`src/rtl/csa_pkg.sv`:
```
// Shared types and sizing helpers for the carry-save stream accumulator.
package csa_pkg;

  typedef enum logic [1:0] {
    StIdle,
    StAccum,
    StResolve,
    StDone
  } csa_state_e;

  function automatic int unsigned acc_width(input int unsigned width, input int unsigned max_ops);
    return width + $clog2(max_ops);
  endfunction

  function automatic int unsigned res_cycles(input int unsigned acc_w, input int unsigned chunk);
    return (acc_w + chunk - 1) / chunk;
  endfunction

endpackage

```
`src/rtl/csa_row.sv`:
```
// Combinational W-bit 3:2 compressor row; carry_o is unshifted (weight of bit i is 2^(i+1)).
module csa_row #(
  parameter int unsigned W = 8
) (
  input  logic [W-1:0] a_i,
  input  logic [W-1:0] b_i,
  input  logic [W-1:0] c_i,
  output logic [W-1:0] sum_o,
  output logic [W-1:0] carry_o
);

  always_comb begin
    sum_o   = a_i ^ b_i ^ c_i;
    carry_o = (a_i & b_i) | (a_i & c_i) | (b_i & c_i);
  end

endmodule

```
`src/rtl/csa_stream_accumulator.sv`:
```
// Streaming multi-operand adder: carry-save accumulation, then chunked carry-propagate resolve.
// Optional macro CSA_SIGNED_EN selects two's complement operands with sign-headroom overflow.
module csa_stream_accumulator
  import csa_pkg::*;
#(
  parameter int unsigned WIDTH   = 8,
  parameter int unsigned MAX_OPS = 16,
  parameter int unsigned CHUNK   = 4,
  localparam int unsigned ACC_W   = acc_width(WIDTH, MAX_OPS),
  localparam int unsigned RES_CYC = res_cycles(ACC_W, CHUNK),
  localparam int unsigned CNT_W   = $clog2(MAX_OPS + 1)
) (
  input  logic             clk,
  input  logic             rst_n,
  input  logic             in_valid_i,
  output logic             in_ready_o,
  input  logic [WIDTH-1:0] in_data_i,
  input  logic             in_last_i,
  output logic             out_valid_o,
  input  logic             out_ready_i,
  output logic [ACC_W-1:0] out_sum_o,
  output logic [CNT_W-1:0] out_count_o,
  output logic             out_ovf_o
);

  localparam int unsigned PAD_W = RES_CYC * CHUNK;
  localparam int unsigned KW    = (RES_CYC > 1) ? $clog2(RES_CYC) : 1;

  csa_state_e       state_q;
  logic [ACC_W-1:0] acc_s_q, acc_c_q;
  logic [PAD_W-1:0] res_q;
  logic [CNT_W-1:0] count_q;
  logic             ovf_q;
  logic [KW-1:0]    k_q;
  logic             cin_q;

  logic [ACC_W-1:0] x_ext, row_sum, row_carry, row_carry_sh;
  logic [CHUNK:0]   chunk_sum;
  logic             sign_ovf;

`ifdef CSA_SIGNED_EN
  assign x_ext    = {{(ACC_W - WIDTH){in_data_i[WIDTH-1]}}, in_data_i};
  assign sign_ovf = (state_q == StDone) && (res_q[ACC_W-1] != res_q[ACC_W-2]);
`else
  assign x_ext    = {{(ACC_W - WIDTH){1'b0}}, in_data_i};
  assign sign_ovf = 1'b0;
`endif

  csa_row #(
    .W(ACC_W)
  ) u_row (
    .a_i    (acc_s_q),
    .b_i    (acc_c_q),
    .c_i    (x_ext),
    .sum_o  (row_sum),
    .carry_o(row_carry)
  );

  assign row_carry_sh = ACC_W'({row_carry, 1'b0});

  // Accumulators shift right each resolve cycle, so the live chunk always sits in the low bits.
  assign chunk_sum = {1'b0, acc_s_q[CHUNK-1:0]} + {1'b0, acc_c_q[CHUNK-1:0]} +
                     {{CHUNK{1'b0}}, cin_q};

  always_ff @(posedge clk or negedge rst_n) begin
    if (!rst_n) begin
      state_q <= StIdle;
      acc_s_q <= '0;
      acc_c_q <= '0;
      res_q   <= '0;
      count_q <= '0;
      ovf_q   <= 1'b0;
      k_q     <= '0;
      cin_q   <= 1'b0;
    end else begin
      unique case (state_q)
        StIdle: begin
          if (in_valid_i) begin
            acc_s_q <= x_ext;
            acc_c_q <= '0;
            count_q <= CNT_W'(1);
            k_q     <= '0;
            cin_q   <= 1'b0;
            state_q <= in_last_i ? StResolve : StAccum;
          end
        end
        StAccum: begin
          if (in_valid_i) begin
            acc_s_q <= row_sum;
            acc_c_q <= row_carry_sh;
            if (count_q == CNT_W'(MAX_OPS)) ovf_q <= 1'b1;
            else count_q <= count_q + CNT_W'(1);
            k_q     <= '0;
            cin_q   <= 1'b0;
            if (in_last_i) state_q <= StResolve;
          end
        end
        StResolve: begin
          acc_s_q <= acc_s_q >> CHUNK;
          acc_c_q <= acc_c_q >> CHUNK;
          cin_q   <= chunk_sum[CHUNK];
          // Result fills from the top so chunk 0 lands at bit 0 after the final shift.
          res_q   <= (res_q >> CHUNK) | (PAD_W'(chunk_sum[CHUNK-1:0]) << (PAD_W - CHUNK));
          k_q     <= k_q + KW'(1);
          if (k_q == KW'(RES_CYC - 1)) state_q <= StDone;
        end
        StDone: begin
          if (out_ready_i) begin
            acc_s_q <= '0;
            acc_c_q <= '0;
            count_q <= '0;
            ovf_q   <= 1'b0;
            state_q <= StIdle;
          end
        end
        default: state_q <= StIdle;
      endcase
    end
  end

  assign in_ready_o  = (state_q == StIdle) || (state_q == StAccum);
  assign out_valid_o = (state_q == StDone);
  assign out_sum_o   = res_q[ACC_W-1:0];
  assign out_count_o = count_q;
  assign out_ovf_o   = ovf_q | sign_ovf;

endmodule

```
`config.mk`:
```
export PLATFORM = sky130hd
export DESIGN_NAME = csa_stream_accumulator
export DESIGN_NICKNAME = d
export VERILOG_FILES = /design/src/rtl/csa_pkg.sv /design/src/rtl/csa_row.sv /design/src/rtl/csa_stream_accumulator.sv
export SDC_FILE = /design/constraint.sdc
export NUM_CORES = 1
export LEC_CHECK = 0
export BUFFER_PORTS_ARGS = -buffer_cell sky130_fd_sc_hd__buf_4
export CORE_AREA = 5 5 76 78
export CTS_BUF_LIST = sky130_fd_sc_hd__clkbuf_8
export DETAILED_ROUTE_END_ITERATION = 6
export DIE_AREA = 0 0 81 83
export PLACE_DENSITY = 0.73
export SYNTH_ARGS = -nofsm -noshare
export SYNTH_HDL_FRONTEND = slang
export SYNTH_HIERARCHICAL = 1
export SYNTH_SLANG_ARGS = --single-unit
```
`constraint.sdc`:
```
create_clock -name clk -period 5.29 [get_ports clk]
set_clock_uncertainty 0.2 [all_clocks]
set_input_delay 0.7935 -clock clk [delete_from_list [all_inputs] [get_ports clk]]
set_output_delay 0.7935 -clock clk [all_outputs]
set_load 0.05 [all_outputs]
```
# Word-level counts from Yosys, hierarchy flattened
# Cells that the tools add are included.
# totals
ff_bits	47
input_bits	13
word_cells	71
# classes
add_sub_neg	4
n_eq_ne	13
n_mux	27
bitwise	8
reduce_logical	11
# op_table
op	count
$pmux W12 S4	2
$mux W12	5
$and A11 B8 Y11	2
$or A11 B11 Y11	2
$mux W5	4
$pmux W5 S3	1
$mux W2	7
$ne A2 B2 Y1 const B	6
$or A8 B12 Y12	1
$xor A12 B12 Y12	1
$xor A12 B8 Y12	1
$and A11 B11 Y11	1
$reduce_and A5 Y1	2
$pmux W2 S4	1
$eq A2 B2 Y1 const B	3
$add A4 B4 Y5	1
$add A5 B1 Y5	1
$add A5 B1 Y5 const B	1
$eq A5 B5 Y1 const B	1
$mux W1	4
$ne A2 B1 Y1 const B	2
$pmux W1 S2	2
$pmux W2 S2	1
$reduce_and A4 Y1	1
9 further kinds	10

# Longest topological paths before layout
# Gate-level depths: netlist (run 1).
# logic_depth
ltp_word	5
ltp_mapped	8

# Hierarchy
# Netlist (run 1), hierarchy kept.
# modules_own_cells
module	instances	cells_per_inst	area_each_um2	seq_area_each_um2
csa_stream_accumulator	1	251	2421.1	1176.1
csa_row	1	12	240.2	0.0

# Least setup slack after synthesis (run 1)
# OpenSTA, ideal clock, no wires.
# synth_path
path_kind	reg-to-output
startpoint	reg state_q[1]
endpoint	out in_ready_o
arrival_time_ns	1.133
t_required_ns	4.297
slack_ns	3.164
stages_incl_launch_ff	5
path_cell_list	dfrtp_1 -> inv_1 -> ha_1 -> buf_4 -> or2_2
# synth_via
elab_chain_len	2
word_cells_on_any_way	3
# synth_lines
element	line_no	rtl
from (decl)	csa_stream_accumulator.sv:29	csa_state_e state_q;
from (signal assigned)	csa_stream_accumulator.sv:67	state_q <= StIdle;
from (signal assigned)	csa_stream_accumulator.sv:84	state_q <= in_last_i ? StResolve : StAccum;
from (signal assigned)	csa_stream_accumulator.sv:95	if (in_last_i) state_q <= StResolve;
$eq A2 B1 Y1 or $logic_not A2 Y1 (tied branches)	csa_stream_accumulator.sv:121	assign in_ready_o = (state_q == StIdle) || (state_q == StAccum);
$logic_or A1 B1 Y1 *	csa_stream_accumulator.sv:121	
to (decl)	csa_stream_accumulator.sv:16	output logic in_ready_o,
# Mark *: on every way between the ends. The rest lies on a longest branch, timed or not.

# Worst setup path after layout (run 1)
# Ends and elaborated chain as after synthesis.

==> results of run 1 <==
==> flip-flops by register name, summed over array words and instances, names as in the netlist <==
register     count
out_sum_o       12
cin_q            1
acc_s_q         12
out_count_o      5
out_ovf_o        1
state_q          2
k_q              2
acc_c_q         12
==> logic make-up (layout without fill, tap and decap cells) <==
family | count (synthesis) | after routing | share of synthesized area
simple gates | 80 | 80 | 0.140
compound gates | 69 | 69 | 0.164
flops | 47 | 47 | 0.442
buf+inv | 28 | 53 | 0.0447
fa+ha+maj | 24 | 24 | 0.152
mux | 13 | 13 | 0.0531
other cells | 1 | 4 | 0.00141
xor+xnor | 1 | 1 | 0.00329
==> layer usage <==
metal	track usage	up-vias	wire, um
met5	0	-	0
li1	-	951	-
met3	0.0346	7	181
met1	0.240	930	2260
met4	0.0461	0	73
met2	0.261	35	2560
==> path summary, 6_finish.rpt <==
check,endpoint,slack [ps]
worst min register to register,cin_q,300
worst max register to register,out_count_o[0],2420
worst min-delay path,acc_c_q[10],280
min in group clk,cin_q,300
worst max-delay path,in_ready_o,2200
max in group asynchronous,out_count_o[0],4210
==> where the power goes <==
part	switching, mW	leakage [nW]	total [mW]	internal, mW
Clock	0.129	0.0408	0.223	0.0946
Sequential	0.116	0.620	0.593	0.477
Combinational	0.628	0.704	0.969	0.341
==> cell type report <==
type	count	area, um2	area share
timing repair buffer	32	240	0.0795
clock inverter	3	23.8	0.00786
inverter	13	48.8	0.0161
clock buffer	5	68.8	0.0228
multi-input combinational	191	1380	0.456
sequential	47	1180	0.389
tap	70	87.6	0.0290
==> synthesized netlist by cell type (all sizes together) (6+ instances only) <==
library cell / number
mux2: 9
o21ai: 31
fa: 14
a21oi: 11
ha: 10
nand3: 7
nor2: 11
nand2: 47
inv: 13
a22oi: 15
dfrtp: 47
buf: 9
clkbuf: 6
==> impl_metrics.yaml, run 1 <==
floorplan:
  die_area_um2: 6720
  fp-row-count: 26
  start_util: 0.531
  floorplan.die.height_um: 83
  ios: 33
  die_w_um: 81
  core_region_area_um2: 5010
placed_design:
  port-buffer-count: 32
  gp_routability_congestion: 0.784
  dpl.hpwl_um: 3590
  pre_cts_ws_ps: 2460
  placed_cells: 353
  dpl_cell_area_um2: 2930
sta:
  period_minus_slack_ps: 3090
  max_slew_margin: 0.271
  final_critical_path_setup_slack_ps: 2200
  grt_setup_unrepaired: "false"
  max_clock_freq_ghz: 0.323
  slew_violations: 0
  timing_hold_violations_final: 0
  worst_max_slew_pin_slew_ps: 1090
  report.final.setup_viol: 0
  setup_tns_after_final_layout_ps: 0
  hold_slack_ps: 282
  min_period_over_period: 0.585
worst_setup_path:
  critical_path.n_buffers_inverters: 2
  r2r-start: "state_q[1]"
  critical_path.cell_chain: "inv_1 -> ha_1 -> or2_2 -> buf_4"
  timing.critical_path.arrival_ps: 2100
  critical_path_depth: 4
  critical_path.top_delay_family: "adder cells"
  critPathCaptureType: "output port"
  reg2reg_depth: 6
  worst_ep_required_time_ps: 4300
  crit_fanout: 27
  critical_path.max_stage_delay_ps: 820
  critPathSlowestCell: "sky130_fd_sc_hd__ha_1"
  worstSetupPathType: "reg -> out"
  startpoint: "state_q[1]"
  type_of_element_launching_the_critical_path: "flip-flop"
logic_synthesis:
  syn_inst: 263
  synth-edff-count: 0
  ys_types: 38
  synth-seq-cells: 47
  yosysWarningCount: 6
  netlist_top_cells_area: "sky130_fd_sc_hd__dfrtp_1, sky130_fd_sc_hd__fa_1, sky130_fd_sc_hd__nand2_1, sky130_fd_sc_hd__o21ai_0, sky130_fd_sc_hd__ha_1"
  synth.largest_area_cell: "sky130_fd_sc_hd__dfrtp_1"
  async_reset_ff_frac: 1.00
  yosys.area.top_type_share: 0.442
  synth_sequential_area_ratio: 0.442
  synth_flop_cell: "sky130_fd_sc_hd__dfrtp_1"
  post_synthesis_cell_area_um2: 2660
  postSynthAreaPerCell_um2: 10.1
final_layout:
  num-fill-cells: 452
  utilization_after_layout: 0.603
  layout.cell_area.non_filler_um2: 3020
  share_of_final_layout_standard_cells_stronger_than_drive_strength_1: 0.186
  diodes: 0
  number_of_nets_in_the_finished_design: 327
  area_growth_pct: 13.6
  final-instance-count-excl-fill: 361
  most_frequent_standard_cell_in_the_layout_excluding_fill_and_tap_cells: "sky130_fd_sc_hd__dfrtp_1"
  most-common-layout-cells: "sky130_fd_sc_hd__dfrtp_1, sky130_fd_sc_hd__nand2_1, sky130_fd_sc_hd__buf_4, sky130_fd_sc_hd__o21ai_0, sky130_fd_sc_hd__a22oi_1"
run:
  drv.max_cap_violation_count: 0
route:
  drt-initial-drc-count: 112
  detail_route.wirelength_um: 5080
  final_antenna_net_count: 0
  wire_per_inst_um: 14.1
  vias_per_cell: 5.33
  remaining_drc_errors: 0
  detail_route.first_pass.iterations: 4
  via_count: 1923
power:
  vdd_ir_drop_max_mv: 0.207
  p_leak_nw: 1.36
  power.density_cell_area_nw_per_um2: 591
  finalPower_mw: 1.79
clock_network:
  clk-insertion-delay-late_ps: 300
  numCtsBuffers: 5
  clockBufferDepth: 2
  cts.sink_count: 47
  cts-htree-levels: 2
  holdBufCountCts: 0
  post_cts_resize_count: 0
  clkTransAtPathRegs_ps: 100
  tritoncts: "done"
  post_cts.repair.setup_buffers: 0
  root_buffer: "sky130_fd_sc_hd__clkbuf_8"
global_routing:
  grt_first_pass_wirelength_um: 9080
  grt_overflow: 0
  grt_antenna_before_repair: 0
  via_count_of_the_first_global_routing_pass: 1875
  maximum_number_of_pins_on_one_net_before_global_route_repair: 54
  grt.total_usage: 0.169
min_path:
  classification_of_the_worst_slack_hold_path: "in -> async"
status:
  result_of_the_run: "finished clean"
Note: power is estimated with default switching activity, not from simulation.
==> inputs of run 2 (changes only) <==
- CORE_AREA: 5 5 76 78 -> 5 5 77 79
- DIE_AREA: 0 0 81 83 -> 0 0 82 84
- PLACE_DENSITY: 0.73 -> 0.75
- clock period: 5.29 -> 2.7 ns (I/O delays scaled with it)
==> run 2 against run 1 <==
Net effect:
- worst hold slack worse by 86 ps
- die area is 2.5% higher
- final cell count increased by 1.9%
- sequential share of layout area shrank 0.94 points
- first-iteration DRC count did not move
- utilization down 1.6 points
- largest power group unchanged
==> impl_metrics.yaml, run 2 (synthesized netlist as in run 1, its figures left out) <==
route:
  vias_per_cell: 5.26
  final_antenna_net_count: 0
  via_count: 1934
  detail_route.wirelength_um: 5020
  wire_per_inst_um: 13.6
  detail_route.first_pass.iterations: 4
  remaining_drc_errors: 0
  drt-initial-drc-count: 112
worst_setup_path:
  timing.critical_path.arrival_ps: 1660
  critPathSlowestCell: "sky130_fd_sc_hd__dfrtp_1"
  critPathCaptureType: "output port"
  worst_ep_required_time_ps: 2100
  critical_path.max_stage_delay_ps: 390
  critical_path.n_buffers_inverters: 2
  type_of_element_launching_the_critical_path: "flip-flop"
  timing.rr.end: "acc_c_q[3]"
  worstSetupPathType: "reg -> out"
  crit_fanout: 12
  reg2reg_depth: 6
  r2r_slack_ps: 480
  critical_path.cell_chain: "inv_1 -> ha_1 -> or2_2 -> buf_4"
  critical_path.top_delay_family: "flip-flops"
  r2r-start: "state_q[1]"
clock_network:
  cts-htree-levels: 2
  cts.sink_count: 47
  clkTransAtPathRegs_ps: 90
  numCtsBuffers: 5
  tritoncts: "done"
  holdBufCountCts: 1
  root_buffer: "sky130_fd_sc_hd__clkbuf_8"
  clk-insertion-delay-late_ps: 300
  post_cts_resize_count: 0
  post_cts.repair.setup_buffers: 0
  clockBufferDepth: 2
sta:
  period_minus_slack_ps: 2270
  setup_tns_after_final_layout_ps: 0
  grt_setup_unrepaired: "false"
  report.final.setup_viol: 0
  max_clock_freq_ghz: 0.441
  worst_max_slew_pin_slew_ps: 598
  timing_hold_violations_final: 0
  slew_violations: 0
  min_period_over_period: 0.841
  max_slew_margin: 0.602
placed_design:
  placed_cells: 359
  dpl.hpwl_um: 3720
  gp_routability_congestion: 0.820
  port-buffer-count: 32
final_layout:
  area_growth_pct: 16.4
  most-common-layout-cells: "sky130_fd_sc_hd__dfrtp_1, sky130_fd_sc_hd__nand2_1, sky130_fd_sc_hd__buf_4, sky130_fd_sc_hd__o21ai_0, sky130_fd_sc_hd__a22oi_1"
  num-fill-cells: 472
  most_frequent_standard_cell_in_the_layout_excluding_fill_and_tap_cells: "sky130_fd_sc_hd__dfrtp_1"
  diodes: 0
  final-instance-count-excl-fill: 368
  share_of_final_layout_standard_cells_stronger_than_drive_strength_1: 0.196
  number_of_nets_in_the_finished_design: 332
floorplan:
  die_area_um2: 6890
  start_util: 0.505
  die_w_um: 82
  floorplan.die.height_um: 84
  core_region_area_um2: 5270
  ios: 33
  fp-row-count: 27
global_routing:
  grt_antenna_before_repair: 0
  grt.total_usage: 0.167
  via_count_of_the_first_global_routing_pass: 1978
  grt_first_pass_wirelength_um: 9120
  grt_overflow: 0
  maximum_number_of_pins_on_one_net_before_global_route_repair: 48
status:
  result_of_the_run: "finished clean"
min_path:
  worst_hold_startpoint: "out_ready_i"
  classification_of_the_worst_slack_hold_path: "in -> reg"
  hold-path-endpoint: "out_ovf_o"
  min_path_cells: 4
run:
  drv.max_cap_violation_count: 0
power:
  vdd_ir_drop_max_mv: 0.741
  p_leak_nw: 1.41
  power.density_cell_area_nw_per_um2: 1170
## run 2: cell count changes in the layout (fill, tap and decap cells not counted), sizes merged
cell | previous run | this run
buf | 32 | 36
clkinvlp | 2 | 0
dlygate4sd3 | 0 | 1
inv | 14 | 13
clkinv | 0 | 2
bufinv | 0 | 1
## run 2: through the flow
stage	hold WS, ps	utilization	setup WS, ps	cell area, um2	power, mW
6_report	195	0.588	431	3100	3.64
5_1_grt	205	0.588	312	3100	3.95
4_1_cts	191	0.588	441	3100	3.67
3_5_place_dp	257	0.565	494	2980	3.15
3_3_place_gp	252	0.565	545	2980	3.11
2_1_floorplan	-90.6	-	617	2670	2.63
## run 2: power by group
group	total (mW)	switching (mW)	internal [mW]
clock	0.521	0.245	0.276
combinational	1.96	1.24	0.723
sequential	1.16	0.223	0.936
## run 2: metal layers
| metal | share of wire | up-vias | global-route usage |
|---|---|---|---|
| met5 | 0 | - | 0 |
| met4 | 0.014 | 0 | 0.0544 |
| met1 | 0.46 | 950 | 0.224 |
| met3 | 0.031 | 4 | 0.0302 |
| met2 | 0.50 | 26 | 0.270 |
| li1 | - | 954 | - |
## run 2: area by class of cell
cell class | count | area, um2 | area share
repair buffers | 37 | 293 | 0.0945
inverters | 13 | 48.8 | 0.0158
multi-input cells | 191 | 1380 | 0.445
clock inverters | 3 | 43.8 | 0.0141
well taps | 72 | 90.1 | 0.0291
clock buffers | 5 | 68.8 | 0.0222
flip-flops and latches | 47 | 1180 | 0.380
## run 2: worst register-to-register path: stages (launching register included)
cell,delay (ps)
sky130_fd_sc_hd__dfrtp_1,420
sky130_fd_sc_hd__inv_1,110
sky130_fd_sc_hd__ha_1,430
sky130_fd_sc_hd__buf_4,290
sky130_fd_sc_hd__and2_1,390
sky130_fd_sc_hd__a22oi_1,140
sky130_fd_sc_hd__o21ai_0,170
## run 2: how the worst max path moves through the flow
stage	startpoint	endpoint	slack (ps)	cells after the start
after floorplan	out_count_o[0]	out_count_o[2]	620	5
after global placement	state_q[1]	acc_c_q[3]	540	6
after detailed placement	state_q[1]	acc_c_q[6]	490	6
after CTS	state_q[1]	in_ready_o	440	4
after global routing	state_q[1]	acc_c_q[7]	310	6
final	state_q[1]	in_ready_o	430	4
==> inputs of run 3 (changes only) <==
- ABC_AREA: default -> 1
- PLACE_DENSITY: 0.75 -> 0.73
- clock period: 2.7 -> 2.1 ns (I/O delays scaled with it)
==> run 3 against run 2 <==
Net effect:
- critical path depth rose by 1
- sequential cell count did not move
- sequential power up 22%
- non-clock buffer count is 6 higher
- register-to-register slack worse by 280 ps
- design area rose by 4.1%
- worst hold slack worse by 67 ps
- synthesized area increased by 2.9%
- via count is 15% higher
- die area is the same
==> impl_metrics.yaml, run 3 <==
clock_network:
  cts.sink_count: 47
  root_buffer: "sky130_fd_sc_hd__clkbuf_8"
  cts-htree-levels: 2
  numCtsBuffers: 5
  clockBufferDepth: 2
  clkTransAtPathRegs_ps: 90
  tritoncts: "done"
  clk-insertion-delay-late_ps: 300
sta:
  grt_setup_unrepaired: "false"
  setup_tns_after_final_layout_ps: 0
  worst_max_slew_pin_slew_ps: 601
  max_clock_freq_ghz: 0.523
  timing_hold_violations_final: 0
  period_minus_slack_ps: 1910
  report.final.setup_viol: 0
  slew_violations: 0
  max_slew_margin: 0.599
  min_period_over_period: 0.911
logic_synthesis:
  async_reset_ff_frac: 1.00
  post_synthesis_cell_area_um2: 2740
  synth_flop_cell: "sky130_fd_sc_hd__dfrtp_1"
  postSynthAreaPerCell_um2: 8.13
  yosysWarningCount: 6
  synth_sequential_area_ratio: 0.429
  netlist_top_cells_area: "sky130_fd_sc_hd__dfrtp_1, sky130_fd_sc_hd__nand2_1, sky130_fd_sc_hd__fa_1, sky130_fd_sc_hd__o21ai_0, sky130_fd_sc_hd__ha_1"
  synth_common_cells: "sky130_fd_sc_hd__nand2_1, sky130_fd_sc_hd__dfrtp_1, sky130_fd_sc_hd__o21ai_0"
  synth-seq-cells: 47
  yosys.area.top_type_share: 0.429
  synth-edff-count: 0
  ys_types: 23
  syn_inst: 337
  post-synth-top-count-cell: "sky130_fd_sc_hd__nand2_1"
  synth.largest_area_cell: "sky130_fd_sc_hd__dfrtp_1"
floorplan:
  die_w_um: 82
  die_area_um2: 6890
  floorplan.die.height_um: 84
  fp-row-count: 27
  start_util: 0.520
  ios: 33
  core_region_area_um2: 5270
worst_setup_path:
  timing.critical_path.arrival_ps: 1400
  r2r-start: "acc_c_q[0]"
  worst_ep_required_time_ps: 1580
  type_of_element_launching_the_critical_path: "flip-flop"
  critical_path.cell_chain: "inv_1 -> ha_1 -> inv_4 -> nand2_4 -> buf_4"
  timing.rr.end: "cin_q"
  reg2reg_depth: 8
  r2r_slack_ps: 200
  critPathSlowestCell: "sky130_fd_sc_hd__dfrtp_1"
  critical_path.max_stage_delay_ps: 410
  critPathCaptureType: "output port"
  worstSetupPathType: "reg -> out"
  crit_fanout: 8
  startpoint: "state_q[1]"
power:
  power.density_cell_area_nw_per_um2: 1380
  p_leak_nw: 1.68
  vdd_ir_drop_max_mv: 0.608
global_routing:
  grt.total_usage: 0.185
  via_count_of_the_first_global_routing_pass: 2188
  grt_overflow: 0
  grt_antenna_before_repair: 0
  maximum_number_of_pins_on_one_net_before_global_route_repair: 48
  grt_first_pass_wirelength_um: 10000
placed_design:
  port-buffer-count: 32
  gp_routability_congestion: 0.851
  dpl.hpwl_um: 4230
  dpl_cell_area_um2: 3090
final_layout:
  share_of_final_layout_standard_cells_stronger_than_drive_strength_1: 0.156
  most-common-layout-cells: "sky130_fd_sc_hd__nand2_1, sky130_fd_sc_hd__dfrtp_1, sky130_fd_sc_hd__buf_4, sky130_fd_sc_hd__o21ai_0, sky130_fd_sc_hd__inv_1"
  area_growth_pct: 17.8
  diodes: 0
  number_of_nets_in_the_finished_design: 415
  most_frequent_standard_cell_in_the_layout_excluding_fill_and_tap_cells: "sky130_fd_sc_hd__nand2_1"
  layout.cell_area.non_filler_um2: 3230
status:
  result_of_the_run: "finished clean"
route:
  via_count: 2225
  detail_route.first_pass.iterations: 4
  wire_per_inst_um: 12.7
  final_antenna_net_count: 0
  detail_route.wirelength_um: 5710
  drt-initial-drc-count: 155
  vias_per_cell: 4.93
  remaining_drc_errors: 0
min_path:
  worst_hold_startpoint: "in_data_i[6]"
  min_path_cells: 5
  hold-path-endpoint: "acc_s_q[6]"
  classification_of_the_worst_slack_hold_path: "in -> reg"
run:
  drv.max_cap_violation_count: 0
## run 3: worst max path at each step
stage	end	slack, ps	depth (start not counted)
CTS	cin_q	80	8
global placement	cin_q	200	8
global route	cin_q	30	8
floorplan	cin_q	250	8
finish	in_ready_o	190	5
detailed placement	cin_q	110	8
## run 3: worst max-delay path, delay by kind of cell, from the launching register on
family / cells / cell delay [ps]
buf+inv: 3 / 380
flops: 1 / 410
fa+ha+maj: 1 / 220
simple gates: 1 / 90
## run 3: cells by family (layout without fill, tap and decap cells)
kind of cell,count (synthesis),after routing,synth area share
flip-flops,47,47,0.429
buffers and inverters,44,83,0.0699
AO/OA/AOI/OAI,39,39,0.0740
AND/OR/NAND/NOR,181,181,0.274
XOR/XNOR,1,1,0.00320
other,1,4,0.00137
adder cells (fa/ha/maj),24,24,0.148
## run 3: layout make-up
cell class                      instances  area (um2)
Timing Repair Buffer                   43         338
Clock buffer                            5        68.8
Clock inverter                          3        47.5
Sequential cell                        47        1180
Inverter                               32         123
Tap cell                               72        90.1
Multi-Input combinational cell        249        1380
Fill cell                             481        2040
## run 3: stage by stage
step / setup slack, ps / std cells / power [mW] / hold WS, ps / util
after floorplan: 253 / 340 / 3.06 / -181 / -
after global placement: 199 / 441 / 3.71 / 169 / 0.587
after detailed placement: 108 / 441 / 3.77 / 172 / 0.587
after CTS: 79.9 / 450 / 4.48 / 122 / 0.611
after global routing: 30.1 / 451 / 4.84 / 170 / 0.612
final: 187 / 451 / 4.45 / 129 / 0.612
## run 3: power by group
group          leakage (nW)  internal [mW]  switching [mW]
logic                 0.993          0.775            1.58
clock network        0.0587          0.361           0.330
registers             0.626           1.17           0.235
## run 3: layer usage
layer,track usage,routed length [um]
met5,0,0
met4,0.0559,79
met3,0.0324,244
met2,0.303,2830
met1,0.248,2560
## run 3: what timing repair did
action / 4_1_cts / 5_1_grt
buffers inserted: 0 / 1
gates resized for setup: 0 / 1
hold buffers: 1 / 0
hold endpoints to repair: 47 / 0
setup endpoints to repair: 0 / 1
